## src/rtl/ripple_adder16_pkg.sv

```systemverilog
// ---------------------------------------------------------------------------
// ripple_adder16_pkg
// Shared constants and types for the 16-bit ripple-carry adder.
//   WIDTH  : operand/sum width
//   SLICE  : bits handled by one adder slice
//   NSLICE : number of slices in the ripple chain
//   word_t : one WIDTH-bit operand/sum word
// ---------------------------------------------------------------------------
package ripple_adder16_pkg;

  localparam int WIDTH  = 16;
  localparam int SLICE  = 4;
  localparam int NSLICE = WIDTH / SLICE;

  typedef logic [WIDTH-1:0] word_t;

endpackage : ripple_adder16_pkg

```

## src/rtl/ripple_adder16_adder4_slice.sv

```systemverilog
// ---------------------------------------------------------------------------
// adder4_slice
// Purely combinational SLICE-bit adder used as one link of the ripple chain.
// Ports:
//   a  [W-1:0] : operand A bits of this slice
//   b  [W-1:0] : operand B bits of this slice
//   ci         : carry into the slice
//   s  [W-1:0] : sum bits of this slice
//   co         : carry out of the slice
// ---------------------------------------------------------------------------
module adder4_slice
  import ripple_adder16_pkg::*;
#(
  parameter int W = SLICE
) (
  input  logic [W-1:0] a,
  input  logic [W-1:0] b,
  input  logic         ci,
  output logic [W-1:0] s,
  output logic         co
);

  // Internal bit-level carries; c_s[0] is the slice carry-in.
  logic [W:0] c_s;

  // Bit-serial full-adder chain inside the slice.
  always_comb begin
    c_s    = '0;
    s      = '0;
    c_s[0] = ci;
    for (int k = 0; k < W; k++) begin
      s[k]     = a[k] ^ b[k] ^ c_s[k];
      c_s[k+1] = (a[k] & b[k]) | (c_s[k] & (a[k] ^ b[k]));
    end
    co = c_s[W];
  end

endmodule : adder4_slice

```

## src/rtl/ripple_adder16.sv

```systemverilog
// ---------------------------------------------------------------------------
// ripple_adder16
// WIDTH-bit unsigned adder with carry-in built from WIDTH/SLICE ripple-chained
// slices. Sum, carry-out and every inter-slice carry are registered, giving
// one cycle of latency and one add per cycle.
// Ports:
//   clk         : rising-edge clock
//   rst         : synchronous reset, active-high (overrides in_valid)
//   a, b        : unsigned operands [WIDTH-1:0]
//   cin         : carry into slice 0
//   in_valid    : qualifies a/b/cin this cycle
//   y           : registered sum (a+b+cin) mod 2^WIDTH
//   cout        : registered carry out of the top slice
//   slice_carry : registered carry out of each slice (top bit == cout)
//   out_valid   : y/cout/slice_carry hold a new result this cycle
// WIDTH must be a multiple of SLICE.
// ---------------------------------------------------------------------------
module ripple_adder16
  import ripple_adder16_pkg::*;
#(
  parameter int WIDTH = ripple_adder16_pkg::WIDTH,
  parameter int SLICE = ripple_adder16_pkg::SLICE
) (
  input  logic                     clk,
  input  logic                     rst,
  input  logic [WIDTH-1:0]         a,
  input  logic [WIDTH-1:0]         b,
  input  logic                     cin,
  input  logic                     in_valid,
  output logic [WIDTH-1:0]         y,
  output logic                     cout,
  output logic [WIDTH/SLICE-1:0]   slice_carry,
  output logic                     out_valid
);

  localparam int N_SLICE = WIDTH / SLICE;

  // carry_s[i] is the carry into slice i; carry_s[N_SLICE] is the final carry.
  logic [N_SLICE:0]   carry_s;
  logic [WIDTH-1:0]   sum_s;

  logic [WIDTH-1:0]   y_d,           y_q;
  logic               cout_d,        cout_q;
  logic [N_SLICE-1:0] slice_carry_d, slice_carry_q;
  logic               out_valid_d,   out_valid_q;

  assign carry_s[0] = cin;

  // Pure ripple: each slice waits on the carry of the slice below it.
  for (genvar i = 0; i < N_SLICE; i++) begin : g_slice
    adder4_slice #(
      .W (SLICE)
    ) u_slice (
      .a  (a[i*SLICE +: SLICE]),
      .b  (b[i*SLICE +: SLICE]),
      .ci (carry_s[i]),
      .s  (sum_s[i*SLICE +: SLICE]),
      .co (carry_s[i+1])
    );
  end

  // Next-state: capture a new result on in_valid, otherwise hold and drop valid.
  always_comb begin
    y_d           = y_q;
    cout_d        = cout_q;
    slice_carry_d = slice_carry_q;
    out_valid_d   = 1'b0;
    if (in_valid) begin
      y_d           = sum_s;
      cout_d        = carry_s[N_SLICE];
      slice_carry_d = carry_s[N_SLICE:1];
      out_valid_d   = 1'b1;
    end else begin
      out_valid_d   = 1'b0;
    end
  end

  // Output registers with synchronous reset taking priority over in_valid.
  always_ff @(posedge clk) begin
    if (rst) begin
      y_q           <= '0;
      cout_q        <= 1'b0;
      slice_carry_q <= '0;
      out_valid_q   <= 1'b0;
    end else begin
      y_q           <= y_d;
      cout_q        <= cout_d;
      slice_carry_q <= slice_carry_d;
      out_valid_q   <= out_valid_d;
    end
  end

  assign y           = y_q;
  assign cout        = cout_q;
  assign slice_carry = slice_carry_q;
  assign out_valid   = out_valid_q;

endmodule : ripple_adder16

```

## config.mk

```make
export PLATFORM = sky130hd
export DESIGN_NAME = ripple_adder16
export DESIGN_NICKNAME = d
export VERILOG_FILES = /design/src/rtl/ripple_adder16_pkg.sv /design/src/rtl/ripple_adder16_adder4_slice.sv /design/src/rtl/ripple_adder16.sv
export SDC_FILE = /design/constraint.sdc
export NUM_CORES = 1
export LEC_CHECK = 0
export ABC_AREA = 1
export BUFFER_PORTS_ARGS = -buffer_cell sky130_fd_sc_hd__buf_2
export CAP_MARGIN = 20
export CORE_MARGIN = 4
export CORE_UTILIZATION = 45
export DETAILED_ROUTE_END_ITERATION = 12
export HOLD_SLACK_MARGIN = 0.05
export PLACE_DENSITY = 0.78
export SYNTH_ARGS = -nofsm -noshare
export SYNTH_HDL_FRONTEND = slang
export SYNTH_SLANG_ARGS = --single-unit
export TNS_END_PERCENT = 20
```

## constraint.sdc

```tcl
create_clock -name clk -period 11.7 [get_ports clk]
set_input_delay 0.585 -clock clk [delete_from_list [all_inputs] [get_ports clk]]
set_output_delay 0.585 -clock clk [all_outputs]
set_load 0.02 [all_outputs]
```

==> results of run 1 <==
cell families (layout without fill, tap and decap cells):
logic type,Yosys count,count (layout),share of synthesized area [%]
AOI/OAI and AO/OA,9,9,4.04
adders and majority gates,16,16,26.5
buffers and inverters,40,95,15.0
DFF,21,21,34.8
and+or+nand+nor,63,63,19.6
critical path: cells and delay by family:
kind,cells,cell delay [ps]
simple gates,3,210
buf+inv,16,1080
fa+ha+maj,16,4420
per-layer routing:
metal | share of wire (%) | wire, µm | vias up | track usage [%]
met5 | 0 | 0 | - | 0
met4 | 0.42 | 10 | 0 | 1.90
met3 | 9.8 | 234 | 2 | 5.40
met2 | 46 | 1110 | 37 | 24.2
met1 | 43 | 1040 | 444 | 19.3
li1 | - | - | 529 | -
layout make-up:
| type | count | area, µm² | area share (%) |
|---|---|---|---|
| tap | 30 | 37.5 | 2.50 |
| clock buffer | 3 | 22.5 | 1.50 |
| inverter | 34 | 128 | 8.49 |
| clock inverter | 1 | 5.00 | 0.333 |
| multi-input combinational | 88 | 606 | 40.3 |
| sequential | 21 | 420 | 28.0 |
| timing repair buffer | 57 | 285 | 19.0 |
registers in the layout, indices dropped and copies added, names as in the netlist:
signal       flops
out_valid        1
y               16
cout             1
slice_carry      3
cell usage after synthesis, drive strengths merged:
cell | instances | area, µm²
fa | 16 | 320
inv | 34 | 128
buf | 5 | 46.3
dfxtp | 21 | 420
nor2 | 40 | 150
clkbuf | 1 | 7.51
nand2 | 23 | 86.3
o21ai | 9 | 48.8
power groups by stage:
stage	combinational [W]	clock [W]	sequential, W
final	0.0000504	0.0000347	0.0000815
after global routing	0.0000587	0.0000390	0.0000825
after CTS	0.0000515	0.0000371	0.0000815
after detailed placement	0.0000513	0	0.0000830
after global placement	0.0000503	0	0.0000830
after floorplan	0.0000256	0	0.0000914
per-stage QoR:
stage	utilization, %	instances	hold WS, ps	setup slack [ps]
after global routing	59.6	234	433	5230
after detailed placement	58.5	230	463	5310
after CTS	59.6	234	429	5630
final	59.6	234	447	5650
after floorplan	-	149	544	5750
after global placement	58.5	230	452	5370
worst min path at each step:
stage	slack, ps	from	to
6_report	450	rst	out_valid$_SDFF_PP0_
2_1_floorplan	540	y[11]$_SDFFE_PP0P_	y[11]$_SDFFE_PP0P_
3_3_place_gp	450	y[5]$_SDFFE_PP0P_	y[5]$_SDFFE_PP0P_
4_1_cts	430	rst	out_valid$_SDFF_PP0_
5_1_grt	430	rst	out_valid$_SDFF_PP0_
3_5_place_dp	460	y[7]$_SDFFE_PP0P_	y[7]$_SDFFE_PP0P_
==> flow_summary.ini, run 1 <==
[status]
outcome = finished clean

[finish]
fin_nets = 257
syn_to_final_growth_pct = 24.6
mostFrequentLayoutCell = buf_2
final_cell_mix = 57 x buf_2, 40 x nor2_1, 33 x inv_1, 23 x nand2_1, 21 x dfxtp_1
drive_gt1_share_pct = 30.9
postLayoutCellArea_um2 = 1500
diodes = 0
fillers = 264

[floorplanning]
dieArea_um2 = 3580
design.core.area_um2 = 2520
dieWidth_um = 59.8
start_util_pct = 47.9
fp-row-count = 18
io_pins = 58
die_h_um = 59.8

[global_routing]
grt_pass1_wl_um = 4040
antenna_found_initial = 0
grt_max_degree = 34
grt.total_usage_pct = 14.8
first_global_vias = 972
overflow = 0

[pwr]
power_w = 0.000167
switching_share_pct = 33.3
powerDensity_nw_per_um2 = 111
vdd_drop_max_mv = 0.0990
power_frac_comb_pct = 30.3
leakage_nw = 0.891
clockPowerShare_pct = 20.8
p_seq_share_pct = 48.9
p_int_w = 0.000111
power_switching_w = 0.0000554

[placed_design]
hpwl_um = 1910
placed_area_um2 = 1480
place.gp.congestion = 0.757
port_buffers = 57

[drt]
drt_iter0_drc = 26
via_per_inst = 4.32
finalWirelength_um = 2390
wl_per_cell_um = 10.2
drc_errors = 0
route.vias.total = 1012
ant_nets = 0
firstDrtPassIters = 4

[timing]
relSlewSlack_pct = 58.2
hold_viol = 0
rsz0062_at_grt = no
clock_skew_ps = 0
fin_crit_sh_pct = 51.7
fmax_ghz = 0.165
min_period_ps = 6050
tns_ps = 0
finalSetupViolCount = 0
tightest_slew_ps = 626
slew_violations = 0

[critical_path]
critPathKind = input pin to flop
crit_top_cell = fa_1
worstSetupEndpointType = flop
cp-start-kind = input pin
reg2reg_to = y[14]$_SDFFE_PP0P_
crit_slowest_cell = fa_1
reg2reg_slack_ps = 11090
rr_worst_depth = 2
critPathMaxStageDelay_ps = 410
rr_startpoint = y[14]$_SDFFE_PP0P_
endpoint = y[15]$_SDFFE_PP0P_
path_max_fanout = 2
worstPathArrival_ps = 6290
crit_required_ps = 11940
critPathLaunch = a[0]

[clock_network]
cts_buffers = 3
htreeDepth = 1
clk_latency_ps = 300
cts_setup_buffers = 0
path_clk_slew_ps = 110
holdBufCountCts = 0
cts_resized = 0
cts_tree = built
clock_path_buffers = 2
clkSinkCount = 21
root_buffer = clkbuf_4

[worst_hold_path]
holdPathStages = 2
worst_hold_path_type = input pin to flop

[yosys]
seq_area_frac_synth_pct = 34.8
syn_avg_cell_area_um2 = 8.10
yosysWarnings = 0
syn_inst = 149
synth_cell_types = 13
syn_area_um2 = 1210
synthesis.nets = 201
ys_seq_elements = 21

[run]
maxCapViolCount = 0
(Power assumes the default switching activity.)
==> run 2, diff against run 1 <==
CORE_UTILIZATION = 41   (was 45)
PLACE_DENSITY = 0.75   (was 0.78)
clock period = 5.3 ns   (was 11.7 ns; I/O delays follow)
==> run 2 against run 1 <==
Compared with the run above: the flow now finishes with violations (setup timing); sequential cell count unchanged; combinational power increased by 150%; die area increased by 8.4%; clock skew unchanged; cell count increased by 1.7%; count of clock-buffer cells in the layout increased by 1; final area increased by 3.8%; power increased by 130%; first-iteration DRC count increased by 19%; non-clock buffer count increased by 3; via count increased by 1.8%; worst setup slack got worse by 5900 ps; critical endpoint unchanged.
==> flow_summary.ini, run 2 (same netlist as run 1, synthesis figures left out) <==
[status]
outcome = finished, violations left
violations = setup timing

[critical_path]
crit_top_cell = fa_2
critPathKind = input pin to flop
path_max_fanout = 2
worstSetupEndpointType = flop
crit_required_ps = 5540
cp-start-kind = input pin
crit_slowest_cell = fa_1
critPathMaxStageDelay_ps = 400
worstPathArrival_ps = 5810

[global_routing]
busiest_layer = met2
use_met2_pct = 24.0
grt_max_degree = 34
first_global_vias = 1099
met1_usage_pct = 14.7
antenna_found_initial = 0
met3_usage_pct = 5.77
grt.total_usage_pct = 13.5
grt_pass1_wl_um = 4410
overflow = 0

[clock_network]
cts_tree = built
clk_latency_ps = 290
path_clk_slew_ps = 110
root_buffer = clkbuf_4
clock_path_buffers = 2
htreeDepth = 1
cts_buffers = 3
clkSinkCount = 21

[finish]
fillers = 293
drive_gt1_share_pct = 44.4
syn_to_final_growth_pct = 29.3
largest_reg_flops = 16
final-seq-area_um2 = 420
multiInputGateArea_um2 = 641
diodes = 0
fin_nets = 260
final_cell_mix = 57 x buf_2, 40 x nor2_1, 23 x nand2_1, 21 x dfxtp_1, 20 x inv_1
fin_cells = 238
mostFrequentLayoutCell = buf_2

[timing]
clock_skew_ps = 0
min_period_ps = 5570
fin_crit_sh_pct = 105
relSlewSlack_pct = 61.1
fmax_ghz = 0.179
tightest_slew_ps = 584
hold_viol = 0
worst_slack_ps = -273
rsz0062_at_grt = yes
slew_violations = 0
tns_ps = -340
finalSetupViolCount = 2
whs_ps = 128

[drt]
drc_errors = 0
ant_nets = 0
drt_iter0_drc = 31
via_per_inst = 4.33
route.vias.total = 1030
wl_per_cell_um = 10.9
finalWirelength_um = 2590
firstDrtPassIters = 4

[pwr]
vdd_drop_max_mv = 0.153
power_switching_w = 0.000124
clockPowerShare_pct = 19.6
p_seq_share_pct = 47.6
powerDensity_nw_per_um2 = 242
switching_share_pct = 32.8
p_int_w = 0.000254
leakage_nw = 0.877
power_frac_comb_pct = 32.7

[floorplanning]
io_pins = 58
dieWidth_um = 62.3
fp-row-count = 19
start_util_pct = 43.4
design.core.area_um2 = 2780
dieArea_um2 = 3880
die_h_um = 62.3

[placed_design]
place.gp.congestion = 0.728
port_buffers = 57
dp_cells = 232
hpwl_um = 2050

[run]
maxCapViolCount = 0

[worst_hold_path]
worst_hold_path_type = input pin to flop
==> run 2: changes by cell type in the layout (fill, tap and decap cells not counted) <==
cell and change:
fa_2 +14, buf_4 +3, clkbuf_1 +1, inv_1 -13, inv_2 +13, clkinv_2 -1, fa_1 -14
==> run 2: worst max-delay path: cells and delay by family <==
| kind | cells | cell delay [ps] |
|---|---|---|
| buf+inv | 16 | 920 |
| simple gates | 3 | 240 |
| fa+ha+maj | 16 | 4400 |
==> run 2: final cells by class <==
class,count,share of cell area [%]
Multi-Input combinational cell,88,41.0
Sequential cell,21,26.9
Timing Repair Buffer,60,19.7
Tap cell,31,2.48
Inverter,34,8.17
Clock buffer,4,1.68
==> run 2: power groups by stage <==
stage | clock [W] | sequential, W | combinational [W]
2_1_floorplan | 0 | 0.000202 | 0.0000566
3_3_place_gp | 0 | 0.000183 | 0.000114
3_5_place_dp | 0 | 0.000184 | 0.000116
4_1_cts | 0.0000791 | 0.000180 | 0.000124
5_1_grt | 0.0000869 | 0.000182 | 0.000141
6_report | 0.0000742 | 0.000180 | 0.000124
==> run 2: per-stage QoR <==
step | power [W] | setup slack (ps) | util (%) | cell area [µm²]
2_1_floorplan | 0.000258 | -331 | - | 1210
3_3_place_gp | 0.000297 | -747 | 53.4 | 1490
3_5_place_dp | 0.000300 | -925 | 53.4 | 1490
4_1_cts | 0.000383 | -490 | 56.0 | 1560
5_1_grt | 0.000410 | -530 | 56.1 | 1560
6_report | 0.000378 | -273 | 56.1 | 1560
==> run 2: layer usage <==
metal  vias to the layer above  part of all wire, %
met3                         2                   11
li1                        533                    -
met5                         -                    0
met2                        42                   50
met1                       453                   39
met4                         0                 0.35
==> run 2: path summary, 6_finish.rpt <==
path	start	depth (start not counted)	slack (ps)	to
worst max-delay path	cin	35	-270	y[15]$_SDFFE_PP0P_
worst min-delay path	rst	2	130	out_valid$_SDFF_PP0_
worst max register to register	y[0]$_SDFFE_PP0P_	2	4680	y[0]$_SDFFE_PP0P_
worst min register to register	y[11]$_SDFFE_PP0P_	2	470	y[11]$_SDFFE_PP0P_
==> run 2: what timing repair did <==
action / CTS / global route
buffers inserted: 2 / 0
setup endpoints to repair: 3 / 4
resized for setup: 19 / 8
pin swaps: 10 / 10
hold buffers: 0 / 0
